$ cat src/rtl/sdram_ctrl_if_gen.sv
// sdram_ctrl_if_gen: front end of the SDRAM controller.
// It registers and decodes host commands and acknowledges them to the host.
// It sequences power-up init: wait, PRECHARGE, N x REFRESH, then LOAD_MODE.
// It also runs the periodic refresh timer and tracks the refreshes still owed.
// Optional feature macro: REF_POSTPONE_EN.
//   Defined:   owed refreshes build up in a saturating counter (up to MAX_PEND).
//   Undefined: a single flag records the owed refresh, and REF_ACK reloads the timer.
module sdram_ctrl_if_gen #(
    parameter int  ASIZE     = 23,
    parameter int  INIT_PER  = 24000,
    parameter int  INIT_STEP = 20,
    parameter int  INIT_REFS = 8,
    parameter int  REF_PER   = 1024,
    parameter int  MAX_PEND  = 8,
    localparam int PW        = $clog2(MAX_PEND + 1)
) (
    input  logic             CLK,
    input  logic             RESET,
    input  logic [2:0]       CMD,
    input  logic [ASIZE-1:0] ADDR,
    input  logic             REF_ACK,
    input  logic             INIT_ACK,
    input  logic             CM_ACK,
    output logic             NOP,
    output logic             READA,
    output logic             WRITEA,
    output logic             REFRESH,
    output logic             PRECHARGE,
    output logic             LOAD_MODE,
    output logic [ASIZE-1:0] SADDR,
    output logic             REF_REQ,
    output logic [PW-1:0]    REF_PEND,
    output logic             REF_URGENT,
    output logic             INIT_REQ,
    output logic             INIT_DONE,
    output logic             CMD_ACK
);

    localparam int WW = $clog2(INIT_PER + 1);
    localparam int SW = $clog2(INIT_STEP + 1);
    localparam int RW = $clog2(INIT_REFS + 1);
    localparam int TW = $clog2(REF_PER + 1);

    typedef enum logic [2:0] {
        S_WAIT = 3'd0,
        S_PRE  = 3'd1,
        S_REF  = 3'd2,
        S_LMR  = 3'd3,
        S_DONE = 3'd4
    } state_t;

    state_t           state_q, state_d;
    logic [WW-1:0]    wait_cnt_q, wait_cnt_d;
    logic [SW-1:0]    step_cnt_q, step_cnt_d;
    logic [RW-1:0]    ref_cnt_q, ref_cnt_d;
    logic             init_req_q, init_req_d;
    logic             init_done_q, init_done_d;
    logic             precharge_q, precharge_d;
    logic             refresh_q, refresh_d;
    logic             load_mode_q, load_mode_d;
    logic             nop_q, nop_d, reada_q, reada_d, writea_q, writea_d;
    logic [ASIZE-1:0] saddr_q, saddr_d;
    logic             cm_ack_dly_q, cm_ack_dly_d;
    logic             cmd_ack_q, cmd_ack_d;
    logic [TW-1:0]    timer_q, timer_d;
    logic [PW-1:0]    pend_q, pend_d;
    logic             step_hit_s;
    logic             expiry_s;

    // Init sequencer: power-up wait, then one command every INIT_STEP cycles.
    always_comb begin
        state_d     = state_q;
        wait_cnt_d  = wait_cnt_q;
        step_cnt_d  = step_cnt_q;
        ref_cnt_d   = ref_cnt_q;
        init_req_d  = init_req_q;
        init_done_d = init_done_q;
        precharge_d = 1'b0;
        refresh_d   = 1'b0;
        load_mode_d = 1'b0;
        // Step count starts at 1 in the first cycle after INIT_REQ falls.
        // A count of INIT_STEP therefore lands the pulse exactly INIT_STEP cycles later.
        step_hit_s  = (step_cnt_q == SW'(INIT_STEP));
        case (state_q)
            S_WAIT: begin
                if (!init_req_q) begin
                    init_req_d = 1'b1;
                    wait_cnt_d = WW'(1);
                end else if (INIT_ACK || (wait_cnt_q == WW'(INIT_PER))) begin
                    init_req_d = 1'b0;
                    step_cnt_d = SW'(1);
                    state_d    = S_PRE;
                end else begin
                    wait_cnt_d = wait_cnt_q + WW'(1);
                end
            end
            S_PRE: begin
                if (step_hit_s) begin
                    precharge_d = 1'b1;
                    step_cnt_d  = SW'(1);
                    ref_cnt_d   = RW'(0);
                    state_d     = S_REF;
                end else begin
                    step_cnt_d  = step_cnt_q + SW'(1);
                end
            end
            S_REF: begin
                if (step_hit_s) begin
                    refresh_d  = 1'b1;
                    step_cnt_d = SW'(1);
                    if (ref_cnt_q == RW'(INIT_REFS - 1)) begin
                        state_d   = S_LMR;
                    end else begin
                        ref_cnt_d = ref_cnt_q + RW'(1);
                    end
                end else begin
                    step_cnt_d = step_cnt_q + SW'(1);
                end
            end
            S_LMR: begin
                if (step_hit_s) begin
                    load_mode_d = 1'b1;
                    state_d     = S_DONE;
                end else begin
                    step_cnt_d  = step_cnt_q + SW'(1);
                end
            end
            S_DONE: begin
                init_done_d = 1'b1;
            end
            default: begin
                state_d = S_WAIT;
            end
        endcase
    end

    // Host side: one-cycle command decode, address alignment and ack edge detect.
    always_comb begin
        nop_d        = (CMD == 3'b000);
        reada_d      = (CMD == 3'b001) && init_done_q;
        writea_d     = (CMD == 3'b010) && init_done_q;
        saddr_d      = ADDR;
        cm_ack_dly_d = CM_ACK;
        cmd_ack_d    = CM_ACK && !cm_ack_dly_q;
    end

    // Refresh timer and owed-refresh tracking.
    always_comb begin
        // Expire on the cycle the count would reach zero.
        // This makes the refresh period exactly REF_PER cycles.
        expiry_s = init_done_q && (timer_q == TW'(1));
`ifdef REF_POSTPONE_EN
        if (!init_done_q || expiry_s) begin
            timer_d = TW'(REF_PER);
        end else begin
            timer_d = timer_q - TW'(1);
        end
        case ({expiry_s, REF_ACK})
            2'b10:   pend_d = (pend_q == PW'(MAX_PEND)) ? pend_q : pend_q + PW'(1);
            2'b01:   pend_d = (pend_q == PW'(0)) ? pend_q : pend_q - PW'(1);
            default: pend_d = pend_q;
        endcase
`else
        if (!init_done_q || REF_ACK || expiry_s) begin
            timer_d = TW'(REF_PER);
        end else begin
            timer_d = timer_q - TW'(1);
        end
        // Only bit 0 of the pending register can ever be set.
        // A completed refresh wins over a coincident expiry.
        if (REF_ACK) begin
            pend_d = PW'(0);
        end else if (expiry_s) begin
            pend_d = PW'(1);
        end else begin
            pend_d = pend_q;
        end
`endif
    end

    // State and output registers with synchronous reset.
    always_ff @(posedge CLK) begin
        if (RESET) begin
            state_q      <= S_WAIT;
            wait_cnt_q   <= '0;
            step_cnt_q   <= '0;
            ref_cnt_q    <= '0;
            init_req_q   <= 1'b0;
            init_done_q  <= 1'b0;
            precharge_q  <= 1'b0;
            refresh_q    <= 1'b0;
            load_mode_q  <= 1'b0;
            nop_q        <= 1'b0;
            reada_q      <= 1'b0;
            writea_q     <= 1'b0;
            saddr_q      <= '0;
            cm_ack_dly_q <= 1'b0;
            cmd_ack_q    <= 1'b0;
            timer_q      <= TW'(REF_PER);
            pend_q       <= '0;
        end else begin
            state_q      <= state_d;
            wait_cnt_q   <= wait_cnt_d;
            step_cnt_q   <= step_cnt_d;
            ref_cnt_q    <= ref_cnt_d;
            init_req_q   <= init_req_d;
            init_done_q  <= init_done_d;
            precharge_q  <= precharge_d;
            refresh_q    <= refresh_d;
            load_mode_q  <= load_mode_d;
            nop_q        <= nop_d;
            reada_q      <= reada_d;
            writea_q     <= writea_d;
            saddr_q      <= saddr_d;
            cm_ack_dly_q <= cm_ack_dly_d;
            cmd_ack_q    <= cmd_ack_d;
            timer_q      <= timer_d;
            pend_q       <= pend_d;
        end
    end

    assign NOP       = nop_q;
    assign READA     = reada_q;
    assign WRITEA    = writea_q;
    assign REFRESH   = refresh_q;
    assign PRECHARGE = precharge_q;
    assign LOAD_MODE = load_mode_q;
    assign SADDR     = saddr_q;
    assign INIT_REQ  = init_req_q;
    assign INIT_DONE = init_done_q;
    assign CMD_ACK   = cmd_ack_q;
    assign REF_PEND  = pend_q;
    assign REF_REQ   = (pend_q != PW'(0));
`ifdef REF_POSTPONE_EN
    assign REF_URGENT = (pend_q >= PW'(MAX_PEND - 1));
`else
    assign REF_URGENT = 1'b0;
`endif

endmodule
$ cat config.mk
export PLATFORM = sky130hd
export DESIGN_NAME = sdram_ctrl_if_gen
export DESIGN_NICKNAME = d
export VERILOG_FILES = /design/src/rtl/sdram_ctrl_if_gen.sv
export SDC_FILE = /design/constraint.sdc
export NUM_CORES = 1
export LEC_CHECK = 0
export BUFFER_PORTS_ARGS = -buffer_cell sky130_fd_sc_hd__clkbuf_2
export CAP_MARGIN = 15
export CORE_MARGIN = 2
export CORE_UTILIZATION = 35
export CTS_CLUSTER_DIAMETER = 50
export DETAILED_ROUTE_END_ITERATION = 10
export GPL_TIMING_DRIVEN = 0
export HOLD_SLACK_MARGIN = 0.12
export PLACE_DENSITY = 0.54
export SETUP_SLACK_MARGIN = 0.05
export SLEW_MARGIN = 5
export SYNTH_ARGS = -nofsm -noshare
export SYNTH_HDL_FRONTEND = slang
export SYNTH_SLANG_ARGS = --single-unit
$ cat constraint.sdc
create_clock -name CLK -period 5.5 [get_ports CLK]
set_input_delay 1.1 -clock CLK [delete_from_list [all_inputs] [get_ports CLK]]
set_output_delay 1.1 -clock CLK [all_outputs]
set_load 0.005 [all_outputs]
==> results of run 1 <==
[stage by stage]
| stage | util | hold WS, ps | power [mW] | worst slack [ps] | instance area (um^2) |
|---|---|---|---|---|---|
| 2_1_floorplan | - | 367 | 0.624 | 3100 | 2940 |
| 3_3_place_gp | 0.415 | 372 | 0.661 | 2840 | 3390 |
| 3_5_place_dp | 0.415 | 376 | 0.662 | 2800 | 3390 |
| 4_1_cts | 0.440 | 387 | 1.09 | 3170 | 3590 |
| 5_1_grt | 0.440 | 403 | 1.13 | 3030 | 3590 |
| 6_report | 0.440 | 386 | 1.08 | 3240 | 3590 |
[worst paths after layout]
path,startpoint,endpoint,slack (ps)
worst max-delay path,RESET,REFRESH,3240
worst min-delay path,cm_ack_dly_q,CMD_ACK,390
worst max register to register,wait_cnt_q[0],wait_cnt_q[14],3380
worst min register to register,cm_ack_dly_q,CMD_ACK,390
[cells in the mapped netlist, drive strengths merged (2+ instances only)]
cell type | count | share of area
dfxtp | 72 | 0.49
nor2 | 33 | 0.042
nor2b | 27 | 0.058
nand2 | 21 | 0.027
a21oi | 18 | 0.031
nor3 | 14 | 0.024
clkbuf | 11 | 0.014
xnor2 | 11 | 0.033
inv | 10 | 0.013
buf | 9 | 0.027
nand3 | 8 | 0.014
or4 | 8 | 0.020
ha | 7 | 0.030
nand2b | 7 | 0.015
o21ai | 7 | 0.012
or2 | 5 | 0.011
nand3b | 4 | 0.010
o31ai | 4 | 0.010
a211oi | 3 | 0.0077
a311oi | 3 | 0.0090
mux2i | 3 | 0.010
nor4 | 3 | 0.0064
or3 | 3 | 0.0081
and2 | 2 | 0.0043
and3 | 2 | 0.0047
and4 | 2 | 0.0060
nand4 | 2 | 0.0043
nand4b | 2 | 0.0060
nor4b | 2 | 0.0060
xor2 | 2 | 0.0060
[layer usage]
metal | global-route usage | vias to the layer above | wire (um)
li1 | - | 1232 | -
met1 | 0.177 | 1074 | 2970
met2 | 0.193 | 63 | 2510
met3 | 0.0506 | 4 | 366
met4 | 0.0429 | 0 | 43
met5 | 0 | - | 0
[registers in the layout (all words and copies together), names as in the netlist, 3 cells and up]
register / cells
SADDR: 23
wait_cnt_q: 15
timer_q: 11
step_cnt_q: 5
ref_cnt_q: 4
state_q: 3
[logic make-up after synthesis]
kind of cell             synth area share
other                             0.00128
buffers and inverters              0.0538
multiplexers                       0.0102
XOR/XNOR                           0.0388
AO/OA/AOI/OAI                      0.0977
adder cells (fa/ha/maj)            0.0299
AND/OR/NAND/NOR                     0.277
flip-flops                          0.492
[final cells by class]
type                    count  area [um^2]  share of cell area
repair buffers             63          315              0.0877
well taps                 105          131              0.0365
inverters                  10         37.5              0.0104
flip-flops and latches     72         1440               0.401
clock inverters             6         67.6              0.0188
multi-input cells         219         1340               0.374
clock buffers              10          138              0.0383
plain buffers              20          120              0.0334
[power breakdown]
group          total, mW  switching (mW)  leakage [nW]  internal [mW]
clock              0.427           0.204        0.0989          0.223
combinational      0.105          0.0568         0.810         0.0482
sequential         0.544         0.00706         0.588          0.536
total               1.08           0.267          1.50          0.808
[worst max-delay path, cell delays in order]
cell,delay [ps]
clkbuf_1,350
clkbuf_1,420
clkbuf_1,430
nor3_1,150
[cell usage in the layout, fill, tap and decap left out, types with 10 or more instances in the layout]
cell type,n
a21oi_1,18
clkbuf_1,11
clkbuf_2,63
clkbuf_8,10
dfxtp_1,72
inv_1,10
nand2_1,21
nor2_1,33
nor2b_1,27
nor3_1,14
xnor2_1,11
==> flow_metrics.env, run 1 <==
export IMPL_synthArstFlopShare=0
export IMPL_final_cells=505
export IMPL_fmax_mhz=442
export IMPL_vias=2373
export IMPL_start_util=0.359
export IMPL_synth_seq_cells=72
export IMPL_crit_fanout=10
export IMPL_clock_path_buffers=2
export IMPL_overflow=0
export IMPL_hold_viol_final=0
export IMPL_grt_antenna_before_repair=0
export IMPL_rr_worst_depth=8
export IMPL_required_ps=5700
export IMPL_holdBufCountCts=0
export IMPL_layout_area_overhead_vs_synth_pct=22.6
export IMPL_finalSetupViolCount=0
export IMPL_worst_pin_slew_ps=628
export IMPL_place_gp_congestion=0.738
export IMPL_die_y_um=95.5
export IMPL_cp_arrival_ps=2460
export IMPL_fin_nets=433
export IMPL_slew_violations=0
export IMPL_status="complete, no violations"
export IMPL_period_needed_ps=2260
export IMPL_crit_path_start_kind="primary input"
export IMPL_cts_root_buf="clkbuf_8"
export IMPL_drt_initial_drc_count=129
export IMPL_post_cts_buffers=0
export IMPL_cts_tree="done"
export IMPL_avgSynthCellArea_um2=9.22
export IMPL_hpwl_mm=4.19
export IMPL_wl_per_cell_um=11.7
export IMPL_antenna_cells=0
export IMPL_post_route_cells_drive_above_1_share=0.245
export IMPL_rsz0062_at_grt="no"
export IMPL_min_path_cells=1
export IMPL_synth_enable_flop_cells=0
export IMPL_cts_num_sinks=72
export IMPL_grt_start_max_net_pins=14
export IMPL_criticalPathCategory="in2reg"
export IMPL_end_kind="flop"
export IMPL_coreArea_mm2=0.00818
export IMPL_die_w_um=95.5
export IMPL_first_pass_iters=5
export IMPL_synth_main_ff_cell="dfxtp_1"
export IMPL_placed_cells=489
export IMPL_grt_pass1_wl_mm=9.40
export IMPL_synthCells=318
export IMPL_cts_resized=0
export IMPL_maxCapViolations=0
export IMPL_drc_errors=0
export IMPL_power_density_mw_per_mm2=299
export IMPL_rows=33
export IMPL_cts_htree_levels=3
export IMPL_clk_pin_slew_ps=70
export IMPL_synth_warnings=0
export IMPL_grt_pass1_vias=2092
export IMPL_wl_mm=5.89
export IMPL_hp_class="reg2reg"
export IMPL_numCtsBuffers=9
export IMPL_fillers=819
export IMPL_port_buffers=63
export IMPL_seq_area_frac_synth=0.492
export IMPL_drtAntennaViolNets=0
export IMPL_fin_skew_ps=10.8
export IMPL_leakagePower_nw=1.50
export IMPL_io_pins=69
export IMPL_slew_headroom=0.578
export IMPL_period_share=0.412
export IMPL_tns_ps=0
export IMPL_ys_types=46
export IMPL_clock_latency_ps=340
export IMPL_grt_usage=0.131
export IMPL_die_area_mm2=0.00912
export IMPL_vdd_drop_max_uv=148
export IMPL_routed_via_density=4.70
export IMPL_syn_area_mm2=0.00293
(Power assumes the default switching activity.)
==> run 2: changes to the inputs <==
clock period = 2.2 ns   (was 5.5 ns; I/O delays follow)
==> flow_metrics.env, run 2 (same netlist as run 1, synthesis figures left out) <==
export IMPL_die_y_um=95.5
export IMPL_setup_ws_ps=137
export IMPL_holdBufCountCts=0
export IMPL_cts_htree_levels=3
export IMPL_comb_power_share=0.104
export IMPL_wl_per_cell_um=11.6
export IMPL_overflow=0
export IMPL_power_density_mw_per_mm2=745
export IMPL_largest_reg_flops=23
export IMPL_grt_antenna_before_repair=0
export IMPL_status="complete, no violations"
export IMPL_drt_initial_drc_count=110
export IMPL_worstHoldStart="REF_ACK"
export IMPL_end_kind="flop"
export IMPL_die_w_um=95.5
export IMPL_layout_cells_most_common_list="dfxtp_1 (70), clkbuf_2 (64), nor2_1 (33)"
export IMPL_first_pass_iters=4
export IMPL_worst_pin_slew_ps=581
export IMPL_start_util=0.359
export IMPL_crit_fanout=8
export IMPL_clkPwrFrac=0.394
export IMPL_period_share=0.938
export IMPL_final_common_cell="dfxtp_1"
export IMPL_switching_share=0.249
export IMPL_criticalPathCategory="reg2reg"
export IMPL_cts_tree="done"
export IMPL_coreArea_mm2=0.00818
export IMPL_die_area_mm2=0.00912
export IMPL_reg2reg_slack_ps=140
export IMPL_grt_pass1_vias=2092
export IMPL_hpwl_mm=4.19
export IMPL_tns_ps=0
export IMPL_vias=2386
export IMPL_antenna_cells=0
export IMPL_min_path_cells=2
export IMPL_fin_skew_ps=10.7
export IMPL_place_gp_congestion=0.738
export IMPL_fin_nets=436
export IMPL_cts_num_sinks=72
export IMPL_power_total_mw=2.71
export IMPL_port_buffers=63
export IMPL_maxCapViolations=0
export IMPL_required_ps=2470
export IMPL_rows=33
export IMPL_cp_arrival_ps=2340
export IMPL_numCtsBuffers=9
export IMPL_rr_startpoint="wait_cnt_q[0]"
export IMPL_grt_start_max_net_pins=14
export IMPL_post_route_cells_drive_above_1_share=0.263
export IMPL_switching_power_uw=673
export IMPL_layout_area_overhead_vs_synth_pct=24.0
export IMPL_slew_headroom=0.603
export IMPL_hold_end="REF_PEND[0]"
export IMPL_crit_path_start_kind="flop"
export IMPL_pwr_share_seq=0.502
export IMPL_clock_latency_ps=340
export IMPL_dp_slack_ps=90.4
export IMPL_rr_worst_depth=8
export IMPL_hold_viol_final=0
export IMPL_cts_root_buf="clkbuf_8"
export IMPL_leakagePower_nw=1.52
export IMPL_fillers=813
export IMPL_routed_via_density=4.70
export IMPL_io_pins=69
export IMPL_r2r_end="wait_cnt_q[14]"
export IMPL_clock_path_buffers=2
export IMPL_hp_class="in2reg"
export IMPL_vdd_drop_max_uv=371
export IMPL_clk_pin_slew_ps=80
export IMPL_period_needed_ps=2060
export IMPL_finalSetupViolCount=0
export IMPL_fmax_mhz=485
export IMPL_p_int_mw=2.04
export IMPL_drc_errors=0
export IMPL_rsz0062_at_grt="no"
export IMPL_drtAntennaViolNets=0
export IMPL_grt_pass1_wl_mm=9.40
export IMPL_grt_usage=0.131
export IMPL_wl_mm=5.88
export IMPL_slew_violations=0
==> run 2: changes by cell type in the layout (fill, tap and decap cells not counted) <==
| cell | before | now |
|---|---|---|
| a211oi_2 | 0 | 1 |
| dfxtp_1 | 72 | 70 |
| clkbuf_1 | 11 | 10 |
| buf_4 | 6 | 9 |
| nor3_1 | 14 | 13 |
| clkbuf_2 | 63 | 64 |
| buf_8 | 0 | 1 |
| buf_6 | 3 | 2 |
| dfxtp_2 | 0 | 2 |
| nor3_2 | 0 | 1 |
| a211oi_1 | 3 | 2 |
==> run 2: area by class of cell <==
class | count | area, um^2 | share of cell area
flip-flops and latches | 72 | 1440 | 0.397
repair buffers | 66 | 338 | 0.0929
well taps | 105 | 131 | 0.0361
plain buffers | 20 | 125 | 0.0344
inverters | 10 | 37.5 | 0.0103
clock buffers | 10 | 138 | 0.0379
clock inverters | 6 | 67.6 | 0.0186
multi-input cells | 219 | 1350 | 0.372
==> run 2: worst max-delay path: stages, from the launching register on <==
cell	delay [ps]
dfxtp_2	360
inv_1	50
ha_1	180
nor4bb_1	120
a41o_2	300
a21o_4	240
buf_8	130
or4_1	490
a21oi_1	120
==> run 2: metrics by stage <==
| step | utilization | hold slack, ps | area, um^2 | instances |
|---|---|---|---|---|
| 2_1_floorplan | - | 367 | 2940 | 321 |
| 3_3_place_gp | 0.415 | 372 | 3390 | 489 |
| 3_5_place_dp | 0.415 | 376 | 3390 | 489 |
| 4_1_cts | 0.440 | 255 | 3590 | 505 |
| 5_1_grt | 0.445 | 261 | 3630 | 508 |
| 6_report | 0.445 | 276 | 3630 | 508 |
==> run 2: worst max-delay path by stage <==
stage / startpoint / to / slack [ps]
2_1_floorplan: wait_cnt_q[0] / wait_cnt_q[14] / 220
3_3_place_gp: wait_cnt_q[0] / wait_cnt_q[7] / 90
3_5_place_dp: wait_cnt_q[0] / wait_cnt_q[7] / 90
4_1_cts: wait_cnt_q[0] / wait_cnt_q[14] / 80
5_1_grt: wait_cnt_q[0] / wait_cnt_q[14] / 50
6_report: wait_cnt_q[0] / wait_cnt_q[14] / 140
==> run 2: power by group through the flow <==
stage | Clock (mW) | Sequential, mW | Combinational (mW)
final | 1.07 | 1.36 | 0.281
after global routing | 1.15 | 1.36 | 0.321
after CTS | 1.10 | 1.36 | 0.266
after detailed placement | 0 | 1.39 | 0.266
after global placement | 0 | 1.39 | 0.265
after floorplan | 0 | 1.39 | 0.169
==> run 2: routing by layer <==
metal  vias up  global-route usage  wire length, um
met2        52               0.193             2530
met3         2              0.0506              313
met1      1087               0.177             3010
met5         -                   0                0
met4         0              0.0429               25
li1       1245                   -                -
==> run 2: what timing repair did <==
action                                 4_1_cts  5_1_grt
setup endpoints to repair                    0        9
gates resized for setup                      0        7
buffers inserted                             0        3
endpoints found under the hold margin        0        0
==> run 3: changes to the inputs <==
PLACE_DENSITY = not set   (was 0.54)
PLACE_DENSITY_LB_ADDON = 0.3   (was not set)
==> flow_metrics.env, run 3 (same netlist as run 1, synthesis figures left out) <==
export IMPL_layout_cells_most_common_list="dfxtp_1 (71), clkbuf_2 (65), nor2_1 (33)"
export IMPL_wl_per_cell_um=11.7
export IMPL_grt_usage=0.142
export IMPL_final_common_cell="dfxtp_1"
export IMPL_grtUsageMet3=0.0498
export IMPL_io_pins=69
export IMPL_die_w_um=95.5
export IMPL_grt_antenna_before_repair=0
export IMPL_drtAntennaViolNets=0
export IMPL_slew_violations=0
export IMPL_placed_cells=489
export IMPL_crit_fanout=10
export IMPL_grtUsageMet1=0.179
export IMPL_end_kind="flop"
export IMPL_port_buffers=63
export IMPL_rsz0062_at_grt="no"
export IMPL_hp_class="in2reg"
export IMPL_first_pass_iters=4
export IMPL_die_y_um=95.5
export IMPL_cts_htree_levels=3
export IMPL_comb_power_share=0.111
export IMPL_grt_pass1_wl_mm=10.1
export IMPL_criticalPathCategory="reg2reg"
export IMPL_required_ps=2480
export IMPL_largest_reg_flops=23
export IMPL_slew_headroom=0.663
export IMPL_hpwl_mm=4.24
export IMPL_grtUsageMet2=0.218
export IMPL_worst_pin_slew_ps=492
export IMPL_routed_via_density=4.79
export IMPL_maxCapViolations=0
export IMPL_drc_errors=0
export IMPL_drt_initial_drc_count=128
export IMPL_pwr_share_seq=0.544
export IMPL_cts_tree="done"
export IMPL_fin_nets=436
export IMPL_cp_arrival_ps=2350
export IMPL_holdBufCountCts=0
export IMPL_tns_ps=0
export IMPL_final_cells=507
export IMPL_grt_start_max_net_pins=12
export IMPL_period_share=0.944
export IMPL_leakagePower_nw=1.50
export IMPL_coreArea_mm2=0.00818
export IMPL_clk_pin_slew_ps=70
export IMPL_clkPwrFrac=0.345
export IMPL_power_density_mw_per_mm2=697
export IMPL_layout_area_overhead_vs_synth_pct=22.2
export IMPL_place_gp_congestion=0.771
export IMPL_overflow=0
export IMPL_vdd_drop_max_uv=498
export IMPL_switching_share=0.252
export IMPL_clock_latency_ps=340
export IMPL_status="complete, no violations"
export IMPL_post_route_util=0.438
export IMPL_die_area_mm2=0.00912
export IMPL_cts_root_buf="clkbuf_8"
export IMPL_hold_worst_slack_ps=267
export IMPL_switching_power_uw=630
export IMPL_period_needed_ps=2080
export IMPL_wl_mm=5.94
export IMPL_fmax_mhz=481
export IMPL_start_util=0.359
export IMPL_numCtsBuffers=9
export IMPL_post_route_cells_drive_above_1_share=0.256
export IMPL_finalSetupViolCount=0
export IMPL_p_int_mw=1.87
export IMPL_fin_skew_ps=7.20
export IMPL_hold_viol_final=0
export IMPL_clock_path_buffers=2
export IMPL_vias=2429
export IMPL_antenna_cells=0
export IMPL_grt_pass1_vias=2216
export IMPL_rows=33
export IMPL_cts_num_sinks=72
export IMPL_crit_path_start_kind="flop"
export IMPL_busiest_layer="met2"
[run 3: cell count changes in the layout (fill, tap and decap cells not counted), sizes merged]
cell      change
bufinv        -1
clkbuf        +1
inv           -1
clkinvlp      -1
clkinv        +1
[run 3: repair_timing]
item	4_1_cts	5_1_grt
setup endpoints to repair	0	16
buffers inserted	0	3
resized for setup	0	8
[run 3: power groups by stage]
stage	combinational [mW]	sequential (mW)	clock (mW)
after floorplan	0.169	1.39	0
after global placement	0.264	1.39	0
after detailed placement	0.268	1.39	0
after CTS	0.269	1.36	0.892
after global routing	0.314	1.36	0.942
final	0.276	1.36	0.862
[run 3: path summary, 6_finish.rpt]
check	start	to	slack, ps	cells past startpoint
worst min-delay path	REF_ACK	REF_PEND[0]	270	2
worst max-delay path	wait_cnt_q[1]	wait_cnt_q[14]	120	8
worst max register to register	wait_cnt_q[1]	wait_cnt_q[14]	120	8
worst min register to register	cm_ack_dly_q	CMD_ACK	380	1
[run 3: routing by layer]
metal / share of wire / wire, um / vias to the layer above
met1: 0.47 / 2770 / 1107
met5: 0 / 0 / -
met4: 0.019 / 114 / 0
met2: 0.45 / 2660 / 67
li1: - / - / 1247
met3: 0.067 / 395 / 8
[run 3: cell type report]
| class | count | area (um^2) |
|---|---|---|
| fill | 841 | 4590 |
| clock buffer | 11 | 131 |
| clock inverter | 4 | 22.5 |
| buffer | 20 | 123 |
| tap | 105 | 131 |
| multi-input combinational | 219 | 1350 |
| sequential | 72 | 1450 |
| timing repair buffer | 66 | 338 |
| inverter | 10 | 37.5 |
[run 3: worst max-delay path: stages (launching register included)]
cell and delay [ps]:
dfxtp_1 370, inv_1 60, ha_1 180, nor4bb_1 120, a41o_2 290, a21o_4 240, buf_6 140, or4_1 490
a21oi_1 130
[run 3: stage by stage]
stage	total power, mW	worst slack (ps)	area (um^2)
2_1_floorplan	1.56	216	2940
3_3_place_gp	1.65	101	3390
3_5_place_dp	1.66	88.7	3390
4_1_cts	2.52	73.4	3540
5_1_grt	2.62	55.3	3580
6_report	2.50	123	3580
